==> config.mk <==
export PLATFORM = sky130hd
export DESIGN_NAME = dispatch_ctrl
export DESIGN_NICKNAME = d
export VERILOG_FILES = /design/src/rtl/dispatch_pkg.sv /design/src/rtl/dispatch_ctrl_sat_counter.sv /design/src/rtl/dispatch_ctrl.sv
export SDC_FILE = /design/constraint.sdc
export NUM_CORES = 1
export LEC_CHECK = 0
export CAP_MARGIN = 40
export CORE_ASPECT_RATIO = 1.4
export CORE_UTILIZATION = 42
export CTS_CLUSTER_SIZE = 8
export DETAILED_ROUTE_END_ITERATION = 16
export GPL_TIMING_DRIVEN = 1
export PLACE_DENSITY = 0.87
export SKIP_CTS_REPAIR_TIMING = 1
export SYNTH_ARGS = -nofsm -noshare
export SYNTH_HDL_FRONTEND = slang
export SYNTH_SLANG_ARGS = --single-unit
==> constraint.sdc <==
create_clock -name clock -period 2.1 [get_ports clock]
set_input_delay 0.315 -clock clock [delete_from_list [all_inputs] [get_ports clock]]
set_output_delay 0.315 -clock clock [all_outputs]
set_load 0.005 [all_outputs]
==> src/rtl/dispatch_pkg.sv <==
// Shared types and defaults for the dispatch controller.
//   state_e   : dispatch FSM encoding (RUN / BR_WAIT / FLUSH)
//   TAG_W_DEF : default ROB/CDB tag width
package dispatch_pkg;

    localparam int unsigned TAG_W_DEF = 6;

    typedef enum logic [1:0] {
        ST_RUN     = 2'd0,
        ST_BR_WAIT = 2'd1,
        ST_FLUSH   = 2'd2
    } state_e;

endpackage

==> src/rtl/dispatch_ctrl_sat_counter.sv <==
// Saturating up-counter; holds at all-ones once reached.
//   clock   : system clock
//   reset   : async active-low reset (clears count)
//   inc     : increment request for this cycle
//   count   : current count value
module sat_counter #(
    parameter int unsigned W = 16
) (
    input  logic         clock,
    input  logic         reset,
    input  logic         inc,
    output logic [W-1:0] count
);

    logic [W-1:0] count_q;
    logic [W-1:0] count_d;

    // increment unless already saturated
    always_comb begin
        count_d = count_q;
        if (inc && (count_q != {W{1'b1}})) begin
            count_d = count_q + W'(1);
        end
    end

    always_ff @(posedge clock or negedge reset) begin
        if (!reset) begin
            count_q <= '0;
        end else begin
            count_q <= count_d;
        end
    end

    assign count = count_q;

endmodule

==> src/rtl/dispatch_ctrl.sv <==
// Instruction dispatch sequencer between the IFQ head, decoder and the
// integer / LD-ST / MULT issue queues. Fires one instruction per cycle when
// the target queue, ROB and tag FIFO have room; stalls behind an unresolved
// branch and flushes/redirects fetch on a mispredict.
//   IFQ side   : ifq_empty, ifq_inst in; ifq_rd_en out (comb)
//   decoder    : dec_en_integer/ld_st/mult, dec_is_branch in
//   back-press : int_q_full, ldst_q_full, mult_q_full, rob_full, tag_fifo_empty
//   tag FIFO   : tag_in in; tag_rd_en out (comb)
//   dispatch   : disp_en_*, disp_inst, disp_tag out (registered)
//   CDB        : cdb_valid, cdb_tag, cdb_br_mispredict, cdb_br_target in
//   recovery   : flush, redirect_pc out (registered)
//   perf       : stall_cycles out (registered, saturating)
module dispatch_ctrl
    import dispatch_pkg::*;
#(
    parameter int unsigned TAG_W       = TAG_W_DEF,
    parameter int unsigned FLUSH_CYC   = 3,
    parameter int unsigned STALL_CNT_W = 16
) (
    input  logic                   clock,
    input  logic                   reset,
    input  logic                   ifq_empty,
    input  logic [31:0]            ifq_inst,
    output logic                   ifq_rd_en,
    input  logic                   dec_en_integer,
    input  logic                   dec_en_ld_st,
    input  logic                   dec_en_mult,
    input  logic                   dec_is_branch,
    input  logic                   int_q_full,
    input  logic                   ldst_q_full,
    input  logic                   mult_q_full,
    input  logic                   rob_full,
    input  logic                   tag_fifo_empty,
    input  logic [TAG_W-1:0]       tag_in,
    output logic                   tag_rd_en,
    output logic                   disp_en_integer,
    output logic                   disp_en_ld_st,
    output logic                   disp_en_mult,
    output logic [31:0]            disp_inst,
    output logic [TAG_W-1:0]       disp_tag,
    input  logic                   cdb_valid,
    input  logic [TAG_W-1:0]       cdb_tag,
    input  logic                   cdb_br_mispredict,
    input  logic [31:0]            cdb_br_target,
    output logic                   flush,
    output logic [31:0]            redirect_pc,
    output logic [STALL_CNT_W-1:0] stall_cycles
);

    localparam int unsigned FC_W = (FLUSH_CYC > 1) ? $clog2(FLUSH_CYC) : 1;

    state_e             state_q, state_d;
    logic [TAG_W-1:0]   br_tag_q, br_tag_d;
    logic [FC_W-1:0]    flush_cnt_q, flush_cnt_d;
    logic               flush_q, flush_d;
    logic [31:0]        redirect_q, redirect_d;
    logic               en_int_q, en_ldst_q, en_mult_q;
    logic [31:0]        inst_q;
    logic [TAG_W-1:0]   tag_q;

    logic               need_q;
    logic               any_en;
    logic               head_ok;
    logic               fire;
    logic               drop;
    logic               stall_inc;
    logic               cdb_hit;

    // dispatch qualification for the current head
    always_comb begin
        need_q    = (dec_en_integer & int_q_full) |
                    (dec_en_ld_st   & ldst_q_full) |
                    (dec_en_mult    & mult_q_full);
        any_en    = dec_en_integer | dec_en_ld_st | dec_en_mult;
        head_ok   = (state_q == ST_RUN) & ~ifq_empty;
        fire      = head_ok & any_en & ~need_q & ~rob_full & ~tag_fifo_empty;
        drop      = head_ok & ~any_en;
        stall_inc = head_ok & ~fire & ~drop;
        cdb_hit   = cdb_valid & (cdb_tag == br_tag_q);
    end

    assign ifq_rd_en = fire | drop;
    assign tag_rd_en = fire;

    // next-state and recovery outputs
    always_comb begin
        state_d     = state_q;
        br_tag_d    = br_tag_q;
        flush_cnt_d = flush_cnt_q;
        flush_d     = 1'b0;
        redirect_d  = redirect_q;
        case (state_q)
            ST_RUN: begin
                if (fire && dec_is_branch) begin
                    br_tag_d = tag_in;
                    state_d  = ST_BR_WAIT;
                end
            end
            ST_BR_WAIT: begin
                if (cdb_hit) begin
                    if (cdb_br_mispredict) begin
                        state_d     = ST_FLUSH;
                        flush_d     = 1'b1;
                        redirect_d  = cdb_br_target;
                        flush_cnt_d = FC_W'(FLUSH_CYC - 1);
                    end else begin
                        state_d = ST_RUN;
                    end
                end
            end
            ST_FLUSH: begin
                if (flush_cnt_q == '0) begin
                    state_d = ST_RUN;
                end else begin
                    flush_cnt_d = flush_cnt_q - FC_W'(1);
                end
            end
            default: state_d = ST_RUN;
        endcase
    end

    always_ff @(posedge clock or negedge reset) begin
        if (!reset) begin
            state_q     <= ST_RUN;
            br_tag_q    <= '0;
            flush_cnt_q <= '0;
            flush_q     <= 1'b0;
            redirect_q  <= '0;
            en_int_q    <= 1'b0;
            en_ldst_q   <= 1'b0;
            en_mult_q   <= 1'b0;
            inst_q      <= '0;
            tag_q       <= '0;
        end else begin
            state_q     <= state_d;
            br_tag_q    <= br_tag_d;
            flush_cnt_q <= flush_cnt_d;
            flush_q     <= flush_d;
            redirect_q  <= redirect_d;
            en_int_q    <= fire & dec_en_integer;
            en_ldst_q   <= fire & dec_en_ld_st;
            en_mult_q   <= fire & dec_en_mult;
            if (fire) begin
                inst_q <= ifq_inst;
                tag_q  <= tag_in;
            end
        end
    end

    sat_counter #(
        .W (STALL_CNT_W)
    ) u_stall_cnt (
        .clock (clock),
        .reset (reset),
        .inc   (stall_inc),
        .count (stall_cycles)
    );

    assign disp_en_integer = en_int_q;
    assign disp_en_ld_st   = en_ldst_q;
    assign disp_en_mult    = en_mult_q;
    assign disp_inst       = inst_q;
    assign disp_tag        = tag_q;
    assign flush           = flush_q;
    assign redirect_pc     = redirect_q;

endmodule
==> impl_metrics.tcl <==
set metrics [dict create \
    crit_chain "nor3_4, buf_4, o211ai_2, nor4_1, mux2_2" \
    n_antenna_cell 0 \
    syn_to_final_growth_pct 59.4 \
    fin_cells 598 \
    ys_types 35 \
    p_leak_uw 0.00288 \
    p_per_area_nw_per_um2 1050 \
    routedWlPerCell_um 16.3 \
    drt_iter0_drc 75 \
    via_per_inst 5.09 \
    maxSlewHeadroom_pct 66.5 \
    dp_hpwl_mm 7.35 \
    ys_seq_elements 100 \
    hp-class "in2reg" \
    finalSetupViolations 0 \
    ys_seq_area_share_pct 61.3 \
    rows 42 \
    syn_nets 367 \
    crit_start "state_q[1]" \
    min_from "dec_en_ld_st" \
    grt_pass1_wl_mm 16.2 \
    crit-reg2reg-launch "state_q[1]" \
    grt-ovfl-total 0 \
    slew_viol_final 0 \
    h-tree-depth 3 \
    numCtsBuffers 9 \
    outcome "complete, no violations" \
    antenna_found_initial 0 \
    max_freq_mhz 506 \
    mappedNetlistArea_um2 4080 \
    rr_worst_depth 5 \
    avgSynthCellArea_um2 14.8 \
    clk_latency_ns 0.33 \
    max_stage_delay_ns 0.45 \
    cp_data_required_time_ns 2.31 \
    vias 3042 \
    fin_skew_ns 0.0119 \
    rsz0062_at_grt "false" \
    grt_usage_pct 20.6 \
    fp.dieW_um 85.3 \
    synth_edf_count 0 \
    start_kind "register" \
    core_um2 9460 \
    post_route_cells_drive_above_1_share_pct 25.4 \
    fin_crit_ns 1.98 \
    worstMarginPinSlew_ns 0.503 \
    arrival_ns 2.19 \
    ys.flop_type "dfrtp_1" \
    ir_drop_v 0.000681 \
    async_reset_ff_share_pct 100 \
    fin_util_pct 68.7 \
    drc 0 \
    ff2ff_setup_slack_ns 0.12 \
    wl_mm 9.78 \
    ant_nets 0 \
    slowest_stage "dfrtp_1" \
    cp_max_fo 10 \
    finalHoldViolations 0 \
    dpl.cell_count 578 \
    cts_root_buf "clkbuf_16" \
    place_congestion 0.866 \
    cts_max_path_buffers 2 \
    fin_nets 576 \
    grt_pass1_vias 3361 \
    grt_max_degree 41 \
    yosys_warnings 0 \
    clock_sinks 100 \
    cts_tree "yes" \
    endpoint_kind "register" \
    fp.dieH_um 119 \
    portBuffers 181 \
    drt-pass1-iter-count 4 \
    ios 182 \
    synthCells 275 \
    start_util_pct 43.1 \
    cts.reportedPaths.clkPinSlew_ns 0.06 \
    path_class "reg2reg" \
    crit-reg2reg-capture "u_stall_cnt.count[14]" \
    min_to "disp_en_ld_st" \
    whs_path_depth 2 \
    period_share_pct 94.2 \
    die_area_um2 10100 \
    cap_violations 0 \
]
==> kinds of logic after synthesis <==
group	share of synthesized area (%)
DFF	61.3
muxes	21.8
and+or+nand+nor	8.22
xor gates and xnor gates	4.08
buffers and inverters	2.24
AOI/OAI and AO/OA	1.72
adders and majority gates	0.613
==> registers in the layout, summed over array words and instances (netlist names), 2 cells and up <==
register           flops
disp_tag               6
flush_cnt_q            2
redirect_pc           32
disp_inst             32
u_stall_cnt.count     16
state_q                2
br_tag_q               6
==> through the flow <==
step                total power (uW)  setup slack (ns)  setup TNS [ns]  area [um^2]  hold slack [ns]
floorplan                       3660             0.263               0         4080           0.0194
global placement                5120            -0.138           -5.73         6140            0.301
detailed placement              5220            -0.172           -8.86         6140            0.313
CTS                             6890            -0.185          -0.352         6440          -0.0447
global route                    7210           0.00649               0         6500            0.334
finish                          6830             0.123               0         6500            0.320
==> worst max-delay path: cells and delay by family, from the launching register on <==
family,cells,cell delay [ns]
buffers and inverters,1,0.16
DFF,1,0.45
muxes,1,0.37
and+or+nand+nor,2,0.66
AOI/OAI and AO/OA,1,0.22
==> Yosys cell counts (2+ instances only) <==
master	instances	share of area [%]
nor2_1	2	0.18
mux2_2	75	21
buf_2	4	0.49
and3_1	4	0.61
buf_6	4	1.1
nor3b_1	2	0.37
nand3_1	5	0.61
ha_1	2	0.61
xor2_1	11	2.4
or3_1	2	0.31
o21ai_0	4	0.49
nor3_1	2	0.25
nand4_1	7	1.1
and4_1	2	0.43
xnor2_1	8	1.7
nand2_1	7	0.64
nand2b_1	2	0.31
inv_1	5	0.46
mux2_1	3	0.83
nor4_1	10	1.5
dfrtp_1	100	61
==> cell usage in the layout, fill, tap and decap left out, types with 3 or more instances in the layout <==
master	count
dfrtp_1	100
nand3_1	5
and3_1	3
nand4_1	7
dlymetal6s2s_1	4
mux2_2	75
clkdlybuf4s50_1	176
xnor2_1	8
buf_4	24
clkbuf_16	9
xor2_1	11
nor4_1	9
mux2_1	3
nand2_1	7
inv_1	5
==> how the worst max path moves through the flow <==
stage                                       end  slack [ns]  depth (start not counted)
final                     u_stall_cnt.count[14]        0.12                          5
after global routing       u_stall_cnt.count[8]       0.006                          6
after floorplan                 redirect_pc[10]        0.26                          5
after global placement                tag_rd_en       -0.14                          5
after CTS                             tag_rd_en       -0.18                          5
after detailed placement              tag_rd_en       -0.17                          5
==> per-layer routing <==
| metal | part of all wire, % | track usage, % | vias to the layer above |
|---|---|---|---|
| li1 | - | - | 1404 |
| met1 | 37 | 22.6 | 1489 |
| met2 | 54 | 37.4 | 128 |
| met3 | 6.6 | 5.59 | 21 |
| met4 | 2.3 | 7.71 | 0 |
| met5 | 0 | 0 | - |
==> where the power goes <==
group          internal [uW]  switching (uW)  leakage [uW]
combinational           1580             691       0.00146
clock                    984             657      0.000145
sequential              2520             392       0.00128
total                   5090            1740       0.00288
==> cell type report <==
class | count | area, um^2
Multi-Input combinational cell | 161 | 1500
Tap cell | 110 | 138
Clock inverter | 3 | 46.3
Fill cell | 653 | 2960
Inverter | 5 | 18.8
Timing Repair Buffer | 207 | 2040
Clock buffer | 12 | 256
Sequential cell | 100 | 2500
Power figures use the tool's default switching activity.
